[config.mk]
export PLATFORM = sky130hd
export DESIGN_NAME = fm_demod_sched_flat
export DESIGN_NICKNAME = d
export VERILOG_FILES = /design/src/rtl/fm_demod_sched_if.sv /design/src/rtl/fm_demod_sched.sv /design/src/flat_wrapper.sv
export SDC_FILE = /design/constraint.sdc
export NUM_CORES = 1
export LEC_CHECK = 0
export ABC_AREA = 1
export CORE_ASPECT_RATIO = 1.2
export CORE_UTILIZATION = 56
export CTS_BUF_LIST = sky130_fd_sc_hd__clkbuf_8 sky130_fd_sc_hd__clkbuf_16
export CTS_CLUSTER_DIAMETER = 80
export CTS_CLUSTER_SIZE = 10
export DETAILED_ROUTE_END_ITERATION = 7
export GPL_TIMING_DRIVEN = 0
export MAX_ROUTING_LAYER = met4
export PLACE_DENSITY = 0.8
export SYNTH_ARGS = -nofsm -noshare
export SYNTH_HDL_FRONTEND = slang
export SYNTH_SLANG_ARGS = --single-unit
export TNS_END_PERCENT = 30
[constraint.sdc]
create_clock -name clk -period 2.5 [get_ports clk]
set_clock_uncertainty 0.15 [all_clocks]
set_input_delay 0.5 -clock clk [delete_from_list [all_inputs] [get_ports clk]]
set_output_delay 0.5 -clock clk [all_outputs]
set_load 0.01 [all_outputs]
[src/rtl/fm_demod_sched_if.sv]
// Datapath handshake between the FM demod scheduler and the demodulator.
// master = scheduler side, slave = demodulator datapath side.
interface fm_demod_sched_if;
  logic [7:0] i_o;
  logic [7:0] q_o;
  logic       dp_valid_o;
  logic       dp_ready_i;
  logic [7:0] dp_data_i;
  logic       dp_valid_i;

  modport master (
    output i_o, q_o, dp_valid_o,
    input  dp_ready_i, dp_data_i, dp_valid_i
  );

  modport slave (
    input  i_o, q_o, dp_valid_o,
    output dp_ready_i, dp_data_i, dp_valid_i
  );
endinterface

[src/rtl/fm_demod_sched.sv]
// FM demodulator scheduler: pairs an interleaved I/Q byte stream, buffers
// pairs in a small FIFO ahead of the demod datapath, tracks results in
// flight and decimates the returned demodulated samples.
module fm_demod_sched #(
  parameter int DECIM      = 4,
  parameter int FIFO_DEPTH = 4
) (
  input  logic                    clk,
  input  logic                    rst,
  input  logic                    start_i,
  input  logic [7:0]              data_i,
  input  logic                    valid_i,
  fm_demod_sched_if.master        dp,
  output logic [7:0]              data_o,
  output logic                    valid_o,
  output logic                    busy_o,
  output logic                    overflow_o
);

  localparam int AW = $clog2(FIFO_DEPTH);
  localparam logic [3:0] DEC_LAST = 4'(DECIM - 1);

  typedef enum logic [1:0] {IDLE, RUN, DRAIN} state_t;

  state_t      state, state_next;
  logic        phase;            // 0: expecting I, 1: expecting Q
  logic [7:0]  pend_i;
  logic [7:0]  mem_i [FIFO_DEPTH];
  logic [7:0]  mem_q [FIFO_DEPTH];
  logic [AW:0] wr_ptr, rd_ptr;
  logic        empty, full, pop, push_req, push_ok;
  logic        enter_run, leave_run;
  logic [4:0]  inflight;
  logic [3:0]  dec_cnt;

  assign empty     = (wr_ptr == rd_ptr);
  assign full      = (wr_ptr[AW] != rd_ptr[AW]) && (wr_ptr[AW-1:0] == rd_ptr[AW-1:0]);
  assign pop       = !empty && dp.dp_ready_i;
  assign push_req  = (state == RUN) && valid_i && phase;
  // A same-cycle pop frees the slot, so a push onto a full FIFO is still taken.
  assign push_ok   = push_req && (!full || pop);
  assign enter_run = (state == IDLE) && start_i;
  assign leave_run = (state == RUN) && !start_i;

  assign dp.dp_valid_o = !empty;
  assign dp.i_o        = empty ? '0 : mem_i[rd_ptr[AW-1:0]];
  assign dp.q_o        = empty ? '0 : mem_q[rd_ptr[AW-1:0]];
  assign busy_o        = (state != IDLE);

  // Session state register.
  always_ff @(posedge clk or posedge rst) begin
    if (rst) state <= IDLE;
    else     state <= state_next;
  end

  // Session next-state: restart from DRAIN takes priority over going idle.
  always_comb begin
    state_next = state;
    unique case (state)
      IDLE:    if (start_i) state_next = RUN;
      RUN:     if (!start_i) state_next = DRAIN;
      DRAIN: begin
        if (start_i)                         state_next = RUN;
        else if (empty && inflight == 5'd0)  state_next = IDLE;
      end
      default: state_next = IDLE;
    endcase
  end

  // Byte pairing: hold I until its Q arrives; an unpaired I dies at session edges.
  always_ff @(posedge clk or posedge rst) begin
    if (rst) begin
      phase  <= 1'b0;
      pend_i <= '0;
    end else if (enter_run || leave_run) begin
      phase  <= 1'b0;
    end else if ((state == RUN) && valid_i) begin
      if (!phase) pend_i <= data_i;
      phase <= ~phase;
    end
  end

  // FIFO pointers with an extra wrap bit to tell full from empty.
  always_ff @(posedge clk or posedge rst) begin
    if (rst) begin
      wr_ptr <= '0;
      rd_ptr <= '0;
    end else begin
      if (push_ok) wr_ptr <= wr_ptr + 1'b1;
      if (pop)     rd_ptr <= rd_ptr + 1'b1;
    end
  end

  // FIFO storage; contents are don't-care while the pointers say empty.
  always_ff @(posedge clk) begin
    if (push_ok) begin
      mem_i[wr_ptr[AW-1:0]] <= pend_i;
      mem_q[wr_ptr[AW-1:0]] <= data_i;
    end
  end

  // Sticky overflow flag, cleared only when a new session starts.
  always_ff @(posedge clk or posedge rst) begin
    if (rst)                      overflow_o <= 1'b0;
    else if (enter_run)           overflow_o <= 1'b0;
    else if (push_req && !push_ok) overflow_o <= 1'b1;
  end

  // Results-in-flight counter, saturating at both ends.
  always_ff @(posedge clk or posedge rst) begin
    if (rst) begin
      inflight <= '0;
    end else if (pop && !dp.dp_valid_i) begin
      if (inflight != 5'd31) inflight <= inflight + 5'd1;
    end else if (dp.dp_valid_i && !pop) begin
      if (inflight != 5'd0) inflight <= inflight - 5'd1;
    end
  end

  // Decimator: forward every DECIM-th result, registered, with a one-cycle strobe.
  always_ff @(posedge clk or posedge rst) begin
    if (rst) begin
      dec_cnt <= '0;
      data_o  <= '0;
      valid_o <= 1'b0;
    end else begin
      valid_o <= 1'b0;
      if (dp.dp_valid_i && dec_cnt == DEC_LAST) begin
        data_o  <= dp.dp_data_i;
        valid_o <= 1'b1;
      end
      if (enter_run)                 dec_cnt <= '0;
      else if (dp.dp_valid_i)        dec_cnt <= (dec_cnt == DEC_LAST) ? '0 : dec_cnt + 4'd1;
    end
  end

endmodule

[src/flat_wrapper.sv]
// flat-port wrapper written by rule: the top's interface ports become plain ports
module fm_demod_sched_flat 
#(
  parameter int DECIM      = 4,
  parameter int FIFO_DEPTH = 4
)
  (clk, rst, start_i, data_i, valid_i, data_o, valid_o, busy_o, overflow_o, dp_i_o, dp_q_o, dp_dp_valid_o, dp_dp_ready_i, dp_dp_data_i, dp_dp_valid_i);
  fm_demod_sched_if dp_i ();
  input  logic clk;
  input  logic rst;
  input  logic start_i;
  input  logic [7:0] data_i;
  input  logic valid_i;
  output logic [7:0] data_o;
  output logic valid_o;
  output logic busy_o;
  output logic overflow_o;
  output wire logic [$bits(dp_i.i_o)-1:0] dp_i_o;
  output wire logic [$bits(dp_i.q_o)-1:0] dp_q_o;
  output wire logic [$bits(dp_i.dp_valid_o)-1:0] dp_dp_valid_o;
  input wire logic [$bits(dp_i.dp_ready_i)-1:0] dp_dp_ready_i;
  input wire logic [$bits(dp_i.dp_data_i)-1:0] dp_dp_data_i;
  input wire logic [$bits(dp_i.dp_valid_i)-1:0] dp_dp_valid_i;
  assign dp_i_o = dp_i.i_o;
  assign dp_q_o = dp_i.q_o;
  assign dp_dp_valid_o = dp_i.dp_valid_o;
  assign dp_i.dp_ready_i = dp_dp_ready_i;
  assign dp_i.dp_data_i = dp_dp_data_i;
  assign dp_i.dp_valid_i = dp_dp_valid_i;
  fm_demod_sched #(.DECIM(DECIM), .FIFO_DEPTH(FIFO_DEPTH)) u_core (.clk(clk), .rst(rst), .start_i(start_i), .data_i(data_i), .valid_i(valid_i), .dp(dp_i), .data_o(data_o), .valid_o(valid_o), .busy_o(busy_o), .overflow_o(overflow_o));
endmodule
---- Word level (Yosys, flattened, before mapping) ----
Memory sizes are Yosys's and may differ from the RTL's.
Cells that the tools add are included.
storage, ports and cells
  bits in registers ....................... 36
  bits in latches ......................... 0
  bits in writable memories ............... 64
  memory bits (read-only) ................. 0
  bits of input ports ..................... 22
  output and inout bits ................... 28
  word-level logic and storage cells ...... 83
  memories ................................ 2
memories
  name          depth  bits a word  read ports  clocked after Yosys merged registers in  write ports  line                  RTL
  u_core.mem_i  4      8            1           0                                        1            fm_demod_sched.sv:28  logic [7:0] mem_i [FIFO_DEPTH];
  u_core.mem_q  4      8            1           0                                        1            fm_demod_sched.sv:29  logic [7:0] mem_q [FIFO_DEPTH];
cells by class
  add/subtract/negate cells ............... 5
  multiply operators ...................... 0
  div/mod/pow operators ................... 0
  order comparisons ....................... 0
  equality and inequality tests ........... 11
  shifts and indexed selects .............. 0
  muxes and demuxes ....................... 21
  bitwise gates (word level) .............. 2
  reductions and logical operators ........ 32
operator list
  operator               number
  $mux W5                4
  $mux W8                2
  $logic_and A1 B1 Y1    12
  $mux W4                3
  $reduce_bool A2 Y1     6
  $reduce_and A3 Y1      3
  $mux W2                4
  $mux W1                7
  $add A3 B1 Y3 const B  2
  $logic_not A1 Y1       6
  $ne A2 B2 Y1 const B   3
  $pmux W2 S3            1
  $add A5 B1 Y5 const B  1
  $logic_not A5 Y1       1
  $ne A5 B5 Y1 const B   1
  $reduce_bool A5 Y1     1
  $sub A5 B1 Y5 const B  1
  $add A4 B1 Y4 const B  1
  $eq A4 B2 Y1 const B   1
  $eq A3 B3 Y1           1
  $ne A3 B2 Y1 const B   1
  $eq A2 B1 Y1 const B   1
  $eq A2 B2 Y1           1
  $eq A2 B2 Y1 const B   1
  4 further kinds        6

---- Longest topological paths before layout ----
  word-level depth ........................ 9
  mapped depth ............................ 15

---- Least setup slack after synthesis ----
OpenSTA, ideal clock, no wires.
  path kind ............................... register to register
  from .................................... register u_core.rd_ptr[0]
  to ...................................... memory u_core.mem_i[3][0] (enable)
  setup time .............................. 0.391 ns
  data arrival time ....................... 1.718 ns
  required time ........................... 1.959 ns
  setup slack ............................. 0.241 ns
  stages on the path, launching flop included .. 6
  buffers on the path ..................... 1
  clock period less this slack ............ 2.259 ns
  path through ............................ dfrtp_1 > buf_2 > xnor2_2 > nand3_1 > nand4_2 > nor2_1
on the way
  longest elaborated chain between the ends .. 7
  elaborated cells between the ends (all ways) .. 10
ends and longest elaborated chain
  element                                                         line                                        RTL
  start: declaration                                              fm_demod_sched.sv:30                        logic [AW:0] wr_ptr, rd_ptr;
  start signal: assignment                                        fm_demod_sched.sv:90                        if (pop) rd_ptr <= rd_ptr + 1'b1;
  $eq A3 B3 Y1 / $eq A2 B2 Y1 (equally long branches)             fm_demod_sched.sv:36, fm_demod_sched.sv:37
  $logic_not A1 Y1 / $logic_and A1 B1 Y1 (equally long branches)  fm_demod_sched.sv:38, fm_demod_sched.sv:37
  $logic_and A1 B1 Y1 / $logic_not A1 Y1 (equally long branches)  fm_demod_sched.sv:38, fm_demod_sched.sv:41
  $logic_or A1 B1 Y1 (*)                                          fm_demod_sched.sv:41                        assign push_ok = push_req && (!full || pop);
  $logic_and A1 B1 Y1 (*)                                         fm_demod_sched.sv:41
  $mux W1 (*)                                                     fm_demod_sched.sv:96                        if (push_ok) begin
  $mux W1 (implied by the code) (*)                               fm_demod_sched.sv:97                        mem_i[wr_ptr[AW-1:0]] <= pend_i;
  end: declaration                                                fm_demod_sched.sv:28
Mark *: on every way between the ends. The rest lies on a longest branch, timed or not.

---- Final worst setup path ----
  from .................................... input dp_dp_ready_i
  to ...................................... memory u_core.mem_i[0][0] (enable)
on the way
  longest elaborated chain between the ends .. 5
ends and longest elaborated chain
  element                        line                  RTL
  start: declaration             flat_wrapper.sv:21    input wire logic [$bits(dp_i.dp_ready_i)-1:0] dp_dp_ready_i;
  $logic_and A1 B1 Y1            fm_demod_sched.sv:38  assign pop = !empty && dp.dp_ready_i;
  $logic_or A1 B1 Y1             fm_demod_sched.sv:41
  $logic_and A1 B1 Y1            fm_demod_sched.sv:41
  $mux W1                        fm_demod_sched.sv:96
  $mux W1 (implied by the code)  fm_demod_sched.sv:97
Every way passes these cells.

==> metrics.txt <==
share of synthesized flip-flops with an asynchronous set or reset=36.0%; number of buffers on the longest clock path=2; total of warnings raised by yosys=0; Detailed Place HPWL=5.86 mm; effective utilization at floorplan=58.8%; maximum fanout along the worst path=9; maximum vdd ir drop=0.799 mV; share of layout cells above drive strength 1=17.3%; global-route congestion overflow total=0; sequential fraction of the synthesis area=64.9%; vias in the first global route=3095; syn_nets=422; count of endpoints failing setup in the final report=0; dominant delay contributor by cell family on the critical path=simple AND/OR/NAND/NOR gates; clock input transition at the sequential cells of the worst setup and hold paths=0.09 ns; wire length of the first global-routing pass=15.0 mm; #FFs+latches synth=100; antenna-violating nets left=0; drt total wl=9.50 mm; via count normalized by instance count=5.60; average footprint of a synthesized cell=11.1 um2; height of the die=98.5 um; pwr dens=1190 mW/mm2; number of max-slew violations in the final report=0; core region area=0.00740 mm2; power after layout=6410 uW; Placement Setup Slack=-0.505 ns; total placed instance area=0.00500 mm2; library cell used as clock root buffer=sky130_fd_sc_hd__clkbuf_8; TritonCTS sink count=100; Data arrival, critical path=2.41 ns; number of buffers added by the clock tree synthesis step=9; width of the chip=82.5 um; met3 layer usage reported by global route=3.33%; Crit path buffers/inverters=2; peak clock frequency supported by timing=404 MHz; floorplan row count=34; run status=finished, final reports clean; main flop type after synthesis=sky130_fd_sc_hd__edfxtp_1; met1 routing resource usage after global routing=30.4%; most common library cells after synthesis=sky130_fd_sc_hd__nand2_1 (65), sky130_fd_sc_hd__edfxtp_1 (64), sky130_fd_sc_hd__nor2_1 (45); worst-skew pair later-pin latency=0.37 ns; number of buffers inserted by port buffering=49; Util after Layout=73.0%; Starting DRT DRC Count=254; global-route met2 utilization=44.2%; count of vias placed by the detailed router=3131; global-route layer with the greatest usage=met2; share of the clock period used by the worst path after layout=99.1%; number of maximum-capacitance violations=0; RSZ-0062 raised after global routing=true; cell types with the largest area share after synthesis=sky130_fd_sc_hd__edfxtp_1 (44%), sky130_fd_sc_hd__dfrtp_1 (21%), sky130_fd_sc_hd__nand2_1 (5.6%); minimum clock period=2.48 ns; final std cell area, no fill=0.00541 mm2; Max-slew headroom=47.9%; startpoint class of the critical path=primary input; Max stage delay on crit path=0.65 ns; drt drc=0; largest area contributor in the synthesized netlist=sky130_fd_sc_hd__edfxtp_1; synthesis-to-layout area growth=24.3%; worst-margin pin slew=0.781 ns; Hold Buf Count CTS=0; worst min-delay path category=register to register; crit path setup slack, layout=0.0235 ns; cell with the biggest individual delay on the critical path=sky130_fd_sc_hd__clkdlybuf4s50_1; First-pass DRT Iterations=5; Post-synth EDFFs=64; pin count of the biggest net entering global routing=37; TritonCTS clock tree=done; reported leakage power=0.00230 uW; WP data required=2.43 ns; H-Tree Level Count=3; placer's final routability congestion estimate=0.875; most used standard cell by instance count after synthesis=sky130_fd_sc_hd__nand2_1; final count of hold timing violations=0; overall fraction of global-route tracks in use=26.4%; total die area=0.00812 mm2; sort of element at the end of the critical path=register; Crit Path Class=primary input to register; area share of the leading cell type in the synthesized netlist=44.2%; Post-Synthesis Cell Area=0.00435 mm2; CP Cell Sequence=clkdlybuf4s50_1 > nor2_1 > nand3_1 > nand4_2 > nor2_2 > buf_6; initial antenna violation count=0; antenna diode count=0; number of library cell types mapped by synthesis=35; Layout Nets=494; post-detailed-route wirelength per cell=17.0 um; Post-Syn Instances=392; I/O pin count=50
==> stage by stage <==
| stage | cells | TNS [ns] | hold slack (ns) |
|---|---|---|---|
| finish | 559 | 0 | 0.331 |
| detailed placement | 534 | -23.17 | 0.320 |
| global placement | 531 | -56.72 | 0.308 |
| CTS | 556 | 0 | 0.332 |
| floorplan | 392 | 0 | 0.294 |
| global route | 559 | -1.01 | 0.359 |
==> path summary, 6_finish.rpt <==
kind | start | endpoint | slack, ns | cells after the start
worst max-delay path | dp_dp_ready_i | u_core.mem_i[0][0] | 0.02 | 6
worst min-delay path | u_core.state[0] | u_core.state[0] | 0.33 | 1
worst max register to register | u_core.rd_ptr[0] | u_core.mem_i[0][0] | 0.08 | 7
worst min register to register | u_core.state[0] | u_core.state[0] | 0.33 | 1
max in group asynchronous | rst | u_core.rd_ptr[1] | 1.20 | 2
min in group asynchronous | rst | u_core.valid_o | 0.45 | 2
==> power breakdown <==
| part | internal, uW | leakage [uW] | switching [uW] |
|---|---|---|---|
| logic | 1380 | 0.00117 | 1590 |
| registers | 2140 | 0.00102 | 281 |
| clock network | 473 | 0.000111 | 546 |
==> registers in the layout, indices dropped and copies added, names as in the netlist <==
register	count
u_core.mem_i	32
u_core.mem_q	32
u_core.data_o	8
u_core.pend_i	8
u_core.inflight	5
u_core.dec_cnt	4
u_core.rd_ptr	3
u_core.wr_ptr	3
u_core.state	2
u_core.overflow_o	1
u_core.phase	1
u_core.valid_o	1
==> cell type report <==
class / instances / area (um2)
plain buffers: 11 / 170
clock buffers: 12 / 176
clock inverters: 4 / 21.3
fillers: 482 / 2000
inverters: 49 / 194
multi-input cells: 232 / 1330
flip-flops and latches: 100 / 2830
well taps: 90 / 113
repair buffers: 61 / 579
==> worst reg2reg max path, stage by stage, from the launching register on <==
cell and delay [ns]:
sky130_fd_sc_hd__dfrtp_1 0.40, sky130_fd_sc_hd__buf_6 0.16, sky130_fd_sc_hd__xnor2_4 0.14, sky130_fd_sc_hd__buf_4 0.14, sky130_fd_sc_hd__nand3_1 0.10, sky130_fd_sc_hd__nand4_2 0.26
sky130_fd_sc_hd__nor2_2 0.55, sky130_fd_sc_hd__buf_6 0.24
==> cells in the final DEF (no fill, tap or decap), drive strengths merged, types with 7 or more instances in the layout <==
master	n
o21ai	40
clkdlybuf4s15	8
ha	8
dfrtp	36
mux2	8
xor2	7
nor2	46
clkbuf	27
nand3	17
o22ai	18
buf	16
edfxtp	64
nand2	70
inv	50
clkdlybuf4s50	32
==> metal layers <==
metal	up-vias	share of wire (%)
met1	1508	38
met5	-	0
met3	26	5.5
li1	1464	-
met4	0	3.5
met2	133	53
==> kinds of logic (layout without fill, tap and decap cells) <==
group / Yosys count / count (layout) / synth area share, %
AOI/OAI and AO/OA: 66 / 66 / 9.00
xor gates and xnor gates: 8 / 8 / 1.78
adders and majority gates: 8 / 8 / 2.30
buffers and inverters: 60 / 137 / 5.26
DFF: 100 / 100 / 64.9
muxes: 8 / 8 / 2.07
and+or+nand+nor: 142 / 142 / 14.7
==> what timing repair did <==
| action | in CTS | in global routing |
|---|---|---|
| cloned | 0 | 0 |
| pin swaps | 3 | 3 |
| resized for setup | 57 | 30 |
| setup buffers | 6 | 3 |
| setup endpoints to repair | 41 | 33 |
Power figures use the tool's default switching activity.
